[src/rtl/ycbcr2rgb.sv]
// BT.601 YCbCr 4:4:4 to 8-bit RGB, 3-stage pipeline, one pixel per clock.
// Define YCBCR2RGB_STUDIO_RANGE_EN for studio-range input (Y 16..235, C 16..240).
module ycbcr2rgb #(
   parameter int unsigned TAG_W  = 3,
   parameter int unsigned COEF_W = 18
) (
   input  logic             i_pclk,
   input  logic             i_rst_n,
   input  logic             i_valid,
   input  logic [7:0]       i_Y,
   input  logic [7:0]       i_Cb,
   input  logic [7:0]       i_Cr,
   input  logic [TAG_W-1:0] i_tags,
   output logic             o_valid,
   output logic [7:0]       o_R,
   output logic [7:0]       o_G,
   output logic [7:0]       o_B,
   output logic [TAG_W-1:0] o_tags
);

   localparam int unsigned CW     = COEF_W + 1;   // signed coefficient width
   localparam int unsigned PROD_W = CW + 9;       // coefficient x signed 9-bit operand
   localparam int unsigned ACC_W  = PROD_W + 2;   // headroom for the summed G terms
   localparam int unsigned SUM_W  = 11;

`ifdef YCBCR2RGB_STUDIO_RANGE_EN
   localparam logic signed [CW-1:0] KY  = CW'(76309);
   localparam logic signed [CW-1:0] KR  = CW'(104597);
   localparam logic signed [CW-1:0] KGB = CW'(25675);
   localparam logic signed [CW-1:0] KGR = CW'(53279);
   localparam logic signed [CW-1:0] KB  = CW'(132201);
`else
   localparam logic signed [CW-1:0] KR  = CW'(91881);
   localparam logic signed [CW-1:0] KGB = CW'(22554);
   localparam logic signed [CW-1:0] KGR = CW'(46802);
   localparam logic signed [CW-1:0] KB  = CW'(116130);
`endif
   localparam logic signed [ACC_W-1:0] RND = ACC_W'(32768);

   logic                     v1, v2;
   logic signed [8:0]        y1, dcb, dcr;
   logic [TAG_W-1:0]         tags1, tags2;
   logic signed [PROD_W-1:0] pr, pgb, pgr, pb;
`ifdef YCBCR2RGB_STUDIO_RANGE_EN
   logic signed [PROD_W-1:0] py;
`else
   logic signed [8:0]        y2;
`endif
   logic signed [ACC_W-1:0]  base_c, r_acc_c, g_acc_c, b_acc_c;
   logic signed [SUM_W-1:0]  r_sum_c, g_sum_c, b_sum_c;

   // Clamp a signed channel sum into 0..255
   function automatic logic [7:0] sat8(input logic signed [SUM_W-1:0] x);
      if (x[SUM_W-1])
         return 8'd0;
      else if (|x[SUM_W-2:8])
         return 8'hFF;
      return x[7:0];
   endfunction

   // Stage 1: remove offsets; invalid cycles load zeros
   always_ff @(posedge i_pclk or negedge i_rst_n) begin
      if (!i_rst_n) begin
         v1    <= 1'b0;
         y1    <= '0;
         dcb   <= '0;
         dcr   <= '0;
         tags1 <= '0;
      end else begin
         v1 <= i_valid;
         if (i_valid) begin
`ifdef YCBCR2RGB_STUDIO_RANGE_EN
            y1 <= $signed({1'b0, i_Y}) - 9'sd16;
`else
            y1 <= $signed({1'b0, i_Y});
`endif
            dcb   <= $signed({1'b0, i_Cb}) - 9'sd128;
            dcr   <= $signed({1'b0, i_Cr}) - 9'sd128;
            tags1 <= i_tags;
         end else begin
            y1    <= '0;
            dcb   <= '0;
            dcr   <= '0;
            tags1 <= '0;
         end
      end
   end

   // Stage 2: coefficient products
   always_ff @(posedge i_pclk or negedge i_rst_n) begin
      if (!i_rst_n) begin
         v2    <= 1'b0;
         tags2 <= '0;
         pr    <= '0;
         pgb   <= '0;
         pgr   <= '0;
         pb    <= '0;
`ifdef YCBCR2RGB_STUDIO_RANGE_EN
         py    <= '0;
`else
         y2    <= '0;
`endif
      end else begin
         v2    <= v1;
         tags2 <= tags1;
         pr    <= PROD_W'(KR)  * PROD_W'(dcr);
         pgb   <= PROD_W'(KGB) * PROD_W'(dcb);
         pgr   <= PROD_W'(KGR) * PROD_W'(dcr);
         pb    <= PROD_W'(KB)  * PROD_W'(dcb);
`ifdef YCBCR2RGB_STUDIO_RANGE_EN
         py    <= PROD_W'(KY)  * PROD_W'(y1);
`else
         y2    <= y1;
`endif
      end
   end

   // Stage 3 arithmetic: round-offset, floor shift, add luma
   always_comb begin
`ifdef YCBCR2RGB_STUDIO_RANGE_EN
      base_c  = ACC_W'(py) + RND;
`else
      base_c  = RND;
`endif
      r_acc_c = base_c + ACC_W'(pr);
      g_acc_c = base_c - ACC_W'(pgb) - ACC_W'(pgr);
      b_acc_c = base_c + ACC_W'(pb);
`ifdef YCBCR2RGB_STUDIO_RANGE_EN
      r_sum_c = SUM_W'(r_acc_c >>> 16);
      g_sum_c = SUM_W'(g_acc_c >>> 16);
      b_sum_c = SUM_W'(b_acc_c >>> 16);
`else
      r_sum_c = SUM_W'(r_acc_c >>> 16) + SUM_W'(y2);
      g_sum_c = SUM_W'(g_acc_c >>> 16) + SUM_W'(y2);
      b_sum_c = SUM_W'(b_acc_c >>> 16) + SUM_W'(y2);
`endif
   end

   always_ff @(posedge i_pclk or negedge i_rst_n) begin
      if (!i_rst_n) begin
         o_valid <= 1'b0;
         o_R     <= '0;
         o_G     <= '0;
         o_B     <= '0;
         o_tags  <= '0;
      end else begin
         o_valid <= v2;
         o_R     <= sat8(r_sum_c);
         o_G     <= sat8(g_sum_c);
         o_B     <= sat8(b_sum_c);
         o_tags  <= tags2;
      end
   end

endmodule
[config.mk]
export PLATFORM = sky130hd
export DESIGN_NAME = ycbcr2rgb
export DESIGN_NICKNAME = d
export VERILOG_FILES = /design/src/rtl/ycbcr2rgb.sv
export SDC_FILE = /design/constraint.sdc
export NUM_CORES = 1
export LEC_CHECK = 0
export BUFFER_PORTS_ARGS = -buffer_cell sky130_fd_sc_hd__buf_4
export CORE_ASPECT_RATIO = 1.2
export CORE_MARGIN = 5
export CORE_UTILIZATION = 35
export CTS_CLUSTER_SIZE = 8
export DETAILED_ROUTE_END_ITERATION = 12
export GPL_ROUTABILITY_DRIVEN = 0
export PLACE_DENSITY = 0.55
export SETUP_SLACK_MARGIN = 0.5
export SYNTH_ARGS = -nofsm -noshare
export SYNTH_HDL_FRONTEND = slang
export SYNTH_SLANG_ARGS = --single-unit
export TNS_END_PERCENT = 1
[constraint.sdc]
create_clock -name i_pclk -period 6.5 [get_ports i_pclk]
set_clock_uncertainty 0.1 [all_clocks]
set_input_delay 1.3 -clock i_pclk [delete_from_list [all_inputs] [get_ports i_pclk]]
set_output_delay 1.3 -clock i_pclk [all_outputs]
set_load 0.01 [all_outputs]
==> results of run 1 <==
how the worst max path moves through the flow:
stage                         end  slack [ps]
final                      pr[25]        1060
after global routing      pgr[25]         630
after CTS                  pr[25]         820
after detailed placement   pr[25]         860
after global placement     pr[26]         990
after floorplan            pr[25]        1200
worst reg2reg max path: stages, from the launching register on:
cell      delay, ps
dfrtp_1         500
ha_1            460
inv_1           100
fa_1            540
inv_1            40
ha_1            260
inv_1            50
fa_1            530
inv_1            40
ha_1            280
ha_1            310
a211o_1         290
a31oi_1         150
o211ai_1        180
a31oi_2         280
a21oi_1         130
o41a_1          380
a41o_1          300
o21ai_2         160
a21oi_1         100
xnor2_1         130
cell families (layout without fill, tap and decap cells):
| family | Yosys count | in the layout | share of synthesized area, % |
|---|---|---|---|
| fa+ha+maj | 435 | 435 | 44.5 |
| buf+inv | 256 | 346 | 6.92 |
| flops | 141 | 141 | 25.1 |
| simple gates | 219 | 219 | 8.07 |
| compound gates | 186 | 186 | 8.95 |
| xor+xnor | 102 | 102 | 6.34 |
| mux | 2 | 2 | 0.151 |
stage by stage:
stage	total power [mW]	instance area (um^2)	hold slack, ps
after global routing	5.95	15800	258
after CTS	5.47	15800	242
after global placement	4.35	15200	232
after detailed placement	4.40	15200	235
after floorplan	3.65	14100	231
final	5.37	15800	238
metal layers:
metal | vias to the layer above | global-route usage (%) | share of wire, %
met5 | - | 0 | 0
li1 | 4612 | - | -
met3 | 40 | 2.05 | 2.8
met1 | 4317 | 17.1 | 45
met4 | 0 | 5.18 | 2.7
met2 | 115 | 23.4 | 50
registers in the layout (all words and copies together), names as in the netlist:
register  count
dcb           8
dcr           8
o_B           8
o_G           8
o_R           8
o_tags        3
o_valid       1
pb           14
pgb          22
pgr          18
pr           19
tags1         3
tags2         3
v1            1
v2            1
y1            8
y2            8
final cells by class:
| type | count | area, um^2 |
|---|---|---|
| Fill cell | 3852 | 23900 |
| Tap cell | 533 | 667 |
| Multi-Input combinational cell | 944 | 9580 |
| Inverter | 252 | 947 |
| Timing Repair Buffer | 62 | 469 |
| Sequential cell | 141 | 3530 |
| Clock inverter | 15 | 175 |
| Clock buffer | 17 | 425 |
power by group through the flow:
stage	registers (mW)	logic (mW)	clock network [mW]
final	1.23	3.12	1.02
after global routing	1.25	3.60	1.09
after CTS	1.23	3.18	1.05
after detailed placement	1.25	3.15	0
after global placement	1.24	3.10	0
after floorplan	1.26	2.40	0
cells in the final DEF (no fill, tap or decap), drive strengths merged, types with 2 or more instances in the layout:
cell type,Yosys,final
clkinvlp,0,2
ha,325,325
a211o,3,3
nor2b,11,11
inv,250,258
nand2b,9,9
o21ba,2,2
and3,13,13
nor4b,2,2
o21ai,31,31
fa,110,110
dfrtp,141,141
nand2,26,26
bufinv,0,2
nand3,24,24
a31oi,7,7
o211ai,5,5
xnor2,77,77
o41ai,3,3
a21boi,2,2
clkinv,2,5
a211oi,15,15
nor3,20,20
nand4,4,4
clkbuf,2,17
xor2,25,25
o21a,8,8
nor2,66,66
o21bai,16,16
nor4,5,5
or2,7,7
a31o,2,2
or3,3,3
a2111o,2,2
and2,27,27
a21o,20,20
buf,2,62
a21oi,61,61
==> reports/results.ini, run 1 <==
[worst_setup_path]
crit_chain = ha_1 > inv_1 > fa_1 > inv_1 > ha_1 > inv_1 > fa_1 > inv_1 > ha_1 > ha_1 > a211o_1 > a31oi_1 > o211ai_1 > a31oi_2 > a21oi_1 > o41a_1 > a41o_1 > o21ai_2 > a21oi_1 > xnor2_1
arrival_ps = 5660
cp_slowest_stage_delay_ps = 540
crit_slowest_cell = fa_1
critPathKind = reg -> reg
regToRegEndpoint = pr[25]
cp.required_ps = 6720
critPathBufInv = 4
cpLargestDelayFamily = adder cells
start_kind = register
cp.depth = 20
worstSetupEndpointType = register
rr_startpoint = dcr[0]
critical_path.max_fanout = 7
r2r_cells = 20
crit_path_start = dcr[0]
r2r_slack_ps = 1060

[power_and_ir_drop]
p_leak_nw = 8.50
seqPwrFrac_pct = 22.9
p_clk_share_pct = 18.9
netSwitchingPower_mw = 2.24
powerDensity_mw_per_mm2 = 340
peakVddDrop_v = 0.000255
pwr-share-comb_pct = 58.2
p_int_mw = 3.13
p_sw_share_pct = 41.8

[placed_design]
portBuffers = 57
hpwl_um = 23500
dp_cells = 1932
dp_slack_ps = 857

[timing]
hold_viol = 0
fin_crit_sh_pct = 83.7
layout_setup_ws_ps = 1060
setup_viol_count_final = 0
max_slew_margin_pct = 44.4
rsz0062_at_grt = false
fmax_mhz = 184
final_max_slew_viol_count = 0
fin_crit_ps = 5440
tightest_slew_ps = 834
fin_setup_tns_ps = 0

[drt]
drt-initial-drc-count = 273
dr.pass1.iters = 4
final_antenna_net_count = 0
wl_um = 28000
via_count = 9084
drc = 0
viasPerCell = 4.63
wl_per_cell_um = 14.3

[clocking]
post_cts_buffers = 0
cts_resized = 0
cts.sinks = 141
worstSkewPairLatency_ps = 440
clock_path_buffers = 2
cts.htree.levels = 4
clk_pin_slew_ps = 70
cts_hold_buf = 0
cts_tree = done
cts_buffers = 17
root_buffer = clkbuf_16

[yosys]
syn-num-nets = 1806
netlist.area_leader.share_pct = 28.9
yosysUniqueCellTypes = 64
synth_seq_cells = 141
netlist_top_cells_count = ha_1 (325), inv_1 (250), dfrtp_1 (141)
synth_area_mm2 = 0.0141
synth_largest_area_cell = ha_1
yosysMostFrequentCell = ha_1
synth_edf_count = 0
ys.flop_type = dfrtp_1
yosysWarnings = 0
synthArstFlopShare_pct = 100
ys_seq_area_share_pct = 25.1
syn_avg_cell_area_um2 = 10.5
synthTopCellsByArea = ha_1 (29%), dfrtp_1 (25%), fa_1 (16%)
synthCells = 1341

[die]
die_w_um = 193
design.core.area_mm2 = 0.0397
dieArea_mm2 = 0.0444
start_util_pct = 35.4
dieHeight_um = 230
row_count = 80
io_pins = 58

[global_routing]
grt_max_degree = 91
antenna_found_initial = 0
grt_use_total_pct = 13.6
overflow = 0
grt_pass1_vias = 9614
grt_pass1_wl_um = 47900

[finish]
fin_cells = 1964
finish.utilization_pct = 39.7
diodes = 0
area_growth_syn_to_layout_pct = 12.1
nets = 1883
drive_gt1_share_pct = 8.53

[outcome]
status = complete, no violations

[flow_run]
maxCapViolCount = 0

[hold_path]
hold_path.class = reg -> reg
hold_start = y1[7]
whs_path_depth = 0
hold_end = y2[7]

(Power assumes the default switching activity.)
==> run 2: changes to the inputs <==
--- a/config.mk
+++ b/config.mk
@@ -5,6 +5,7 @@
 export SDC_FILE = /design/constraint.sdc
 export NUM_CORES = 1
 export LEC_CHECK = 0
+export ABC_AREA = 1
 export BUFFER_PORTS_ARGS = -buffer_cell sky130_fd_sc_hd__buf_4
 export CORE_ASPECT_RATIO = 1.2
 export CORE_MARGIN = 5
==> constraint.sdc (replaced) <==
create_clock -name i_pclk -period 5.11 [get_ports i_pclk]
set_clock_uncertainty 0.1 [all_clocks]
set_input_delay 1.022 -clock i_pclk [delete_from_list [all_inputs] [get_ports i_pclk]]
set_output_delay 1.022 -clock i_pclk [all_outputs]
set_load 0.01 [all_outputs]
==> run 2 against run 1 <==
Against the previous run: utilization about the same; sequential share of layout area is 2.0 points lower; total power grew 46%; first-iteration DRC count is 71% higher; register-to-register slack lost 430 ps; cell count grew 24%; worst setup slack worse by 430 ps; largest power group unchanged; global-route usage up 1.9 points; clock-buffer cell count increased by 2; sequential cell count unchanged; worst hold slack improved by 9.8 ps; non-clock buffer count up 18.
==> reports/results.ini, run 2 <==
[global_routing]
grt_pass1_vias = 12000  ; was 9614
antenna_found_initial = 0  ; unchanged
grt_use_total_pct = 15.5  ; was 13.6%
overflow = 0  ; unchanged
grt_pass1_wl_um = 60600  ; was 47900 um
grt_max_degree = 51  ; was 91

[die]
dieArea_mm2 = 0.0486  ; was 0.0444 mm^2
io_pins = 58  ; unchanged
design.core.area_mm2 = 0.0438  ; was 0.0397 mm^2
start_util_pct = 35.3  ; was 35.4%
die_w_um = 202  ; was 193 um
row_count = 84  ; was 80
dieHeight_um = 240  ; was 230 um

[placed_design]
hpwl_um = 30900  ; was 23500 um
placed_cell_area_mm2 = 0.0167  ; was 0.0152 mm^2
dp_slack_ps = 422  ; was 857 ps
portBuffers = 57  ; unchanged

[finish]
area_growth_syn_to_layout_pct = 12.5  ; was 12.1%
n_fill_cell = 4389  ; was 3852
drive_gt1_share_pct = 8.93  ; was 8.53%
diodes = 0  ; unchanged
nets = 2333  ; was 1883
fin_area_mm2 = 0.0174  ; was 0.0158 mm^2
final_common_cell = inv_1  ; was ha_1
top_register = pgb  ; unchanged
finish.utilization_pct = 39.7  ; about the same
top_regs = pgb x22, pr x19, pgr x18  ; unchanged
largest_reg_flops = 22  ; unchanged
final_cell_mix = inv_1 (366), ha_1 (320), nand2_1 (285)  ; was ha_1 (325), inv_1 (250), dfrtp_1 (140)

[clocking]
cts_tree = done  ; unchanged
root_buffer = clkbuf_16  ; unchanged
clk_pin_slew_ps = 70  ; about the same
worstSkewPairLatency_ps = 450  ; was 440 ps
clock_path_buffers = 2  ; unchanged
cts.htree.levels = 4  ; unchanged
cts.sinks = 141  ; unchanged
cts_buffers = 17  ; unchanged

[worst_setup_path]
crit_chain = ha_1 > clkinvlp_4 > buf_4 > fa_1 > inv_1 > fa_1 > fa_1 > ha_1 > ha_1 > nand2_1 > nor4_1 > nand4_1 > nand3_1 > xor2_1  ; was ha_1 > inv_1 > fa_1 > inv_1 > ha_1 > inv_1 > fa_1 > inv_1 > ha_1 > ha_1 > a211o_1 > a31oi_1 > o211ai_1 > a31oi_2 > a21oi_1 > o41a_1 > a41o_1 > o21ai_2 > a21oi_1 > xnor2_1
r2r_cells = 14  ; was 20
crit_slowest_cell = fa_1  ; unchanged
worstSetupEndpointType = register  ; unchanged
cp.required_ps = 5380  ; was 6720 ps
cp_slowest_stage_delay_ps = 490  ; was 540 ps
start_kind = register  ; unchanged
arrival_ps = 4750  ; was 5660 ps
critical_path.max_fanout = 7  ; unchanged
critPathKind = reg -> reg  ; unchanged

[yosys]
yosysUniqueCellTypes = 42  ; was 64
netlist.area_leader.share_pct = 26.3  ; was 28.9%
netlist_top_cells_count = inv_1 (367), ha_1 (325), nand2_1 (285)  ; was ha_1 (325), inv_1 (250), dfrtp_1 (141)
synthArstFlopShare_pct = 100  ; unchanged
synthTopCellsByArea = ha_1 (26%), dfrtp_1 (23%), fa_1 (14%)  ; was ha_1 (29%), dfrtp_1 (25%), fa_1 (16%)
yosysMostFrequentCell = inv_1  ; was ha_1
ys.flop_type = dfrtp_1  ; unchanged
synth_edf_count = 0  ; unchanged
synthCells = 1773  ; was 1341
synth_area_mm2 = 0.0155  ; was 0.0141 mm^2
syn-num-nets = 2238  ; was 1806
synth_seq_cells = 141  ; unchanged
syn_avg_cell_area_um2 = 8.73  ; was 10.5 um^2
yosysWarnings = 0  ; unchanged
ys_seq_area_share_pct = 22.8  ; was 25.1%
synth_largest_area_cell = ha_1  ; unchanged

[power_and_ir_drop]
peakVddDrop_v = 0.000369  ; was 0.000255 V
powerDensity_mw_per_mm2 = 449  ; was 340 mW/mm^2
p_leak_nw = 9.99  ; was 8.50 nW

[timing]
fin_crit_ps = 4480  ; was 5440 ps
whs_ps = 248  ; was 238 ps
fin_setup_tns_ps = 0  ; unchanged
hold_viol = 0  ; unchanged
max_slew_margin_pct = 56.7  ; was 44.4%
tightest_slew_ps = 650  ; was 834 ps
setup_viol_count_final = 0  ; unchanged
fin_crit_sh_pct = 87.7  ; was 83.7%
rsz0062_at_grt = true  ; was false
fmax_mhz = 223  ; was 184 MHz
final_max_slew_viol_count = 0  ; unchanged
layout_setup_ws_ps = 630  ; was 1060 ps

[flow_run]
maxCapViolCount = 0  ; unchanged

[hold_path]
hold_path.class = reg -> reg  ; unchanged
whs_path_depth = 0  ; unchanged

[drt]
wl_met1_um = 16600  ; was 12500 um
wl_met2_um = 17800  ; was 14000 um
drc = 0  ; unchanged
highest_layer = met4  ; unchanged
dr.pass1.iters = 5  ; was 4
viasPerCell = 4.71  ; was 4.63
wl_met3_um = 1150  ; was 781 um
drt-initial-drc-count = 468  ; was 273
wl_um = 36300  ; was 28000 um
via_count = 11500  ; was 9084
final_antenna_net_count = 0  ; unchanged
wl_per_cell_um = 14.9  ; was 14.3 um

[outcome]
status = complete, no violations  ; unchanged

run 2: what timing repair did:
| action | CTS | global route |
|---|---|---|
| setup endpoints to repair | 4 | 24 |
| hold buffers | 0 | 0 |
| resized for setup | 2 | 20 |
| setup buffers | 0 | 11 |
run 2: path summary, 6_finish.rpt:
path / start / end / slack [ps]
max: dcr[5] / pgr[25] / 630
min: tags1[0] / tags2[0] / 250
max reg2reg: dcr[5] / pgr[25] / 630
min reg2reg: tags1[0] / tags2[0] / 250
max in group asynchronous: i_rst_n / dcr[5] / 3440
min in group asynchronous: i_rst_n / dcb[2] / 420
run 2: logic make-up (layout without fill, tap and decap cells):
group / count (synthesis) / after routing / share of synthesized area (%)
flip-flops: 141 / 141 / 22.8
AND/OR/NAND/NOR: 498 / 498 / 13.7
AO/OA/AOI/OAI: 229 / 229 / 8.32
XOR/XNOR: 98 / 98 / 5.64
adder cells (fa/ha/maj): 435 / 435 / 40.5
buffers and inverters: 372 / 480 / 9.02
run 2: layer usage:
metal	global-route usage [%]	up-vias
met3	2.37	44
met2	27.2	165
li1	-	5881
met5	0	-
met4	4.68	0
met1	19.8	5395
run 2: metrics by stage:
step	std cells	total power [mW]
3_5_place_dp	2397	6.55
3_3_place_gp	2397	6.52
4_1_cts	2429	7.88
6_report	2440	7.82
2_1_floorplan	1773	5.26
5_1_grt	2440	8.67
run 2: cell type report:
type,count,area [um^2],area share (%)
Inverter,368,1390,7.95
Tap cell,559,699,4.02
Clock buffer,19,453,2.60
Clock inverter,13,128,0.733
Timing Repair Buffer,80,604,3.47
Multi-Input combinational cell,1260,10600,60.9
Sequential cell,141,3540,20.3
run 2: critical path, delay by kind of cell, from the launching register on:
kind,cells,cell delay (ps)
adder cells (fa/ha/maj),6,2310
buffers and inverters,3,420
XOR/XNOR,1,160
AND/OR/NAND/NOR,4,930
flip-flops,1,480
run 2: where the power goes:
group	internal, mW	total [mW]	switching [mW]
combinational	1.96	5.01	3.04
sequential	1.41	1.56	0.147
clock	0.703	1.25	0.546
total	4.08	7.82	3.74
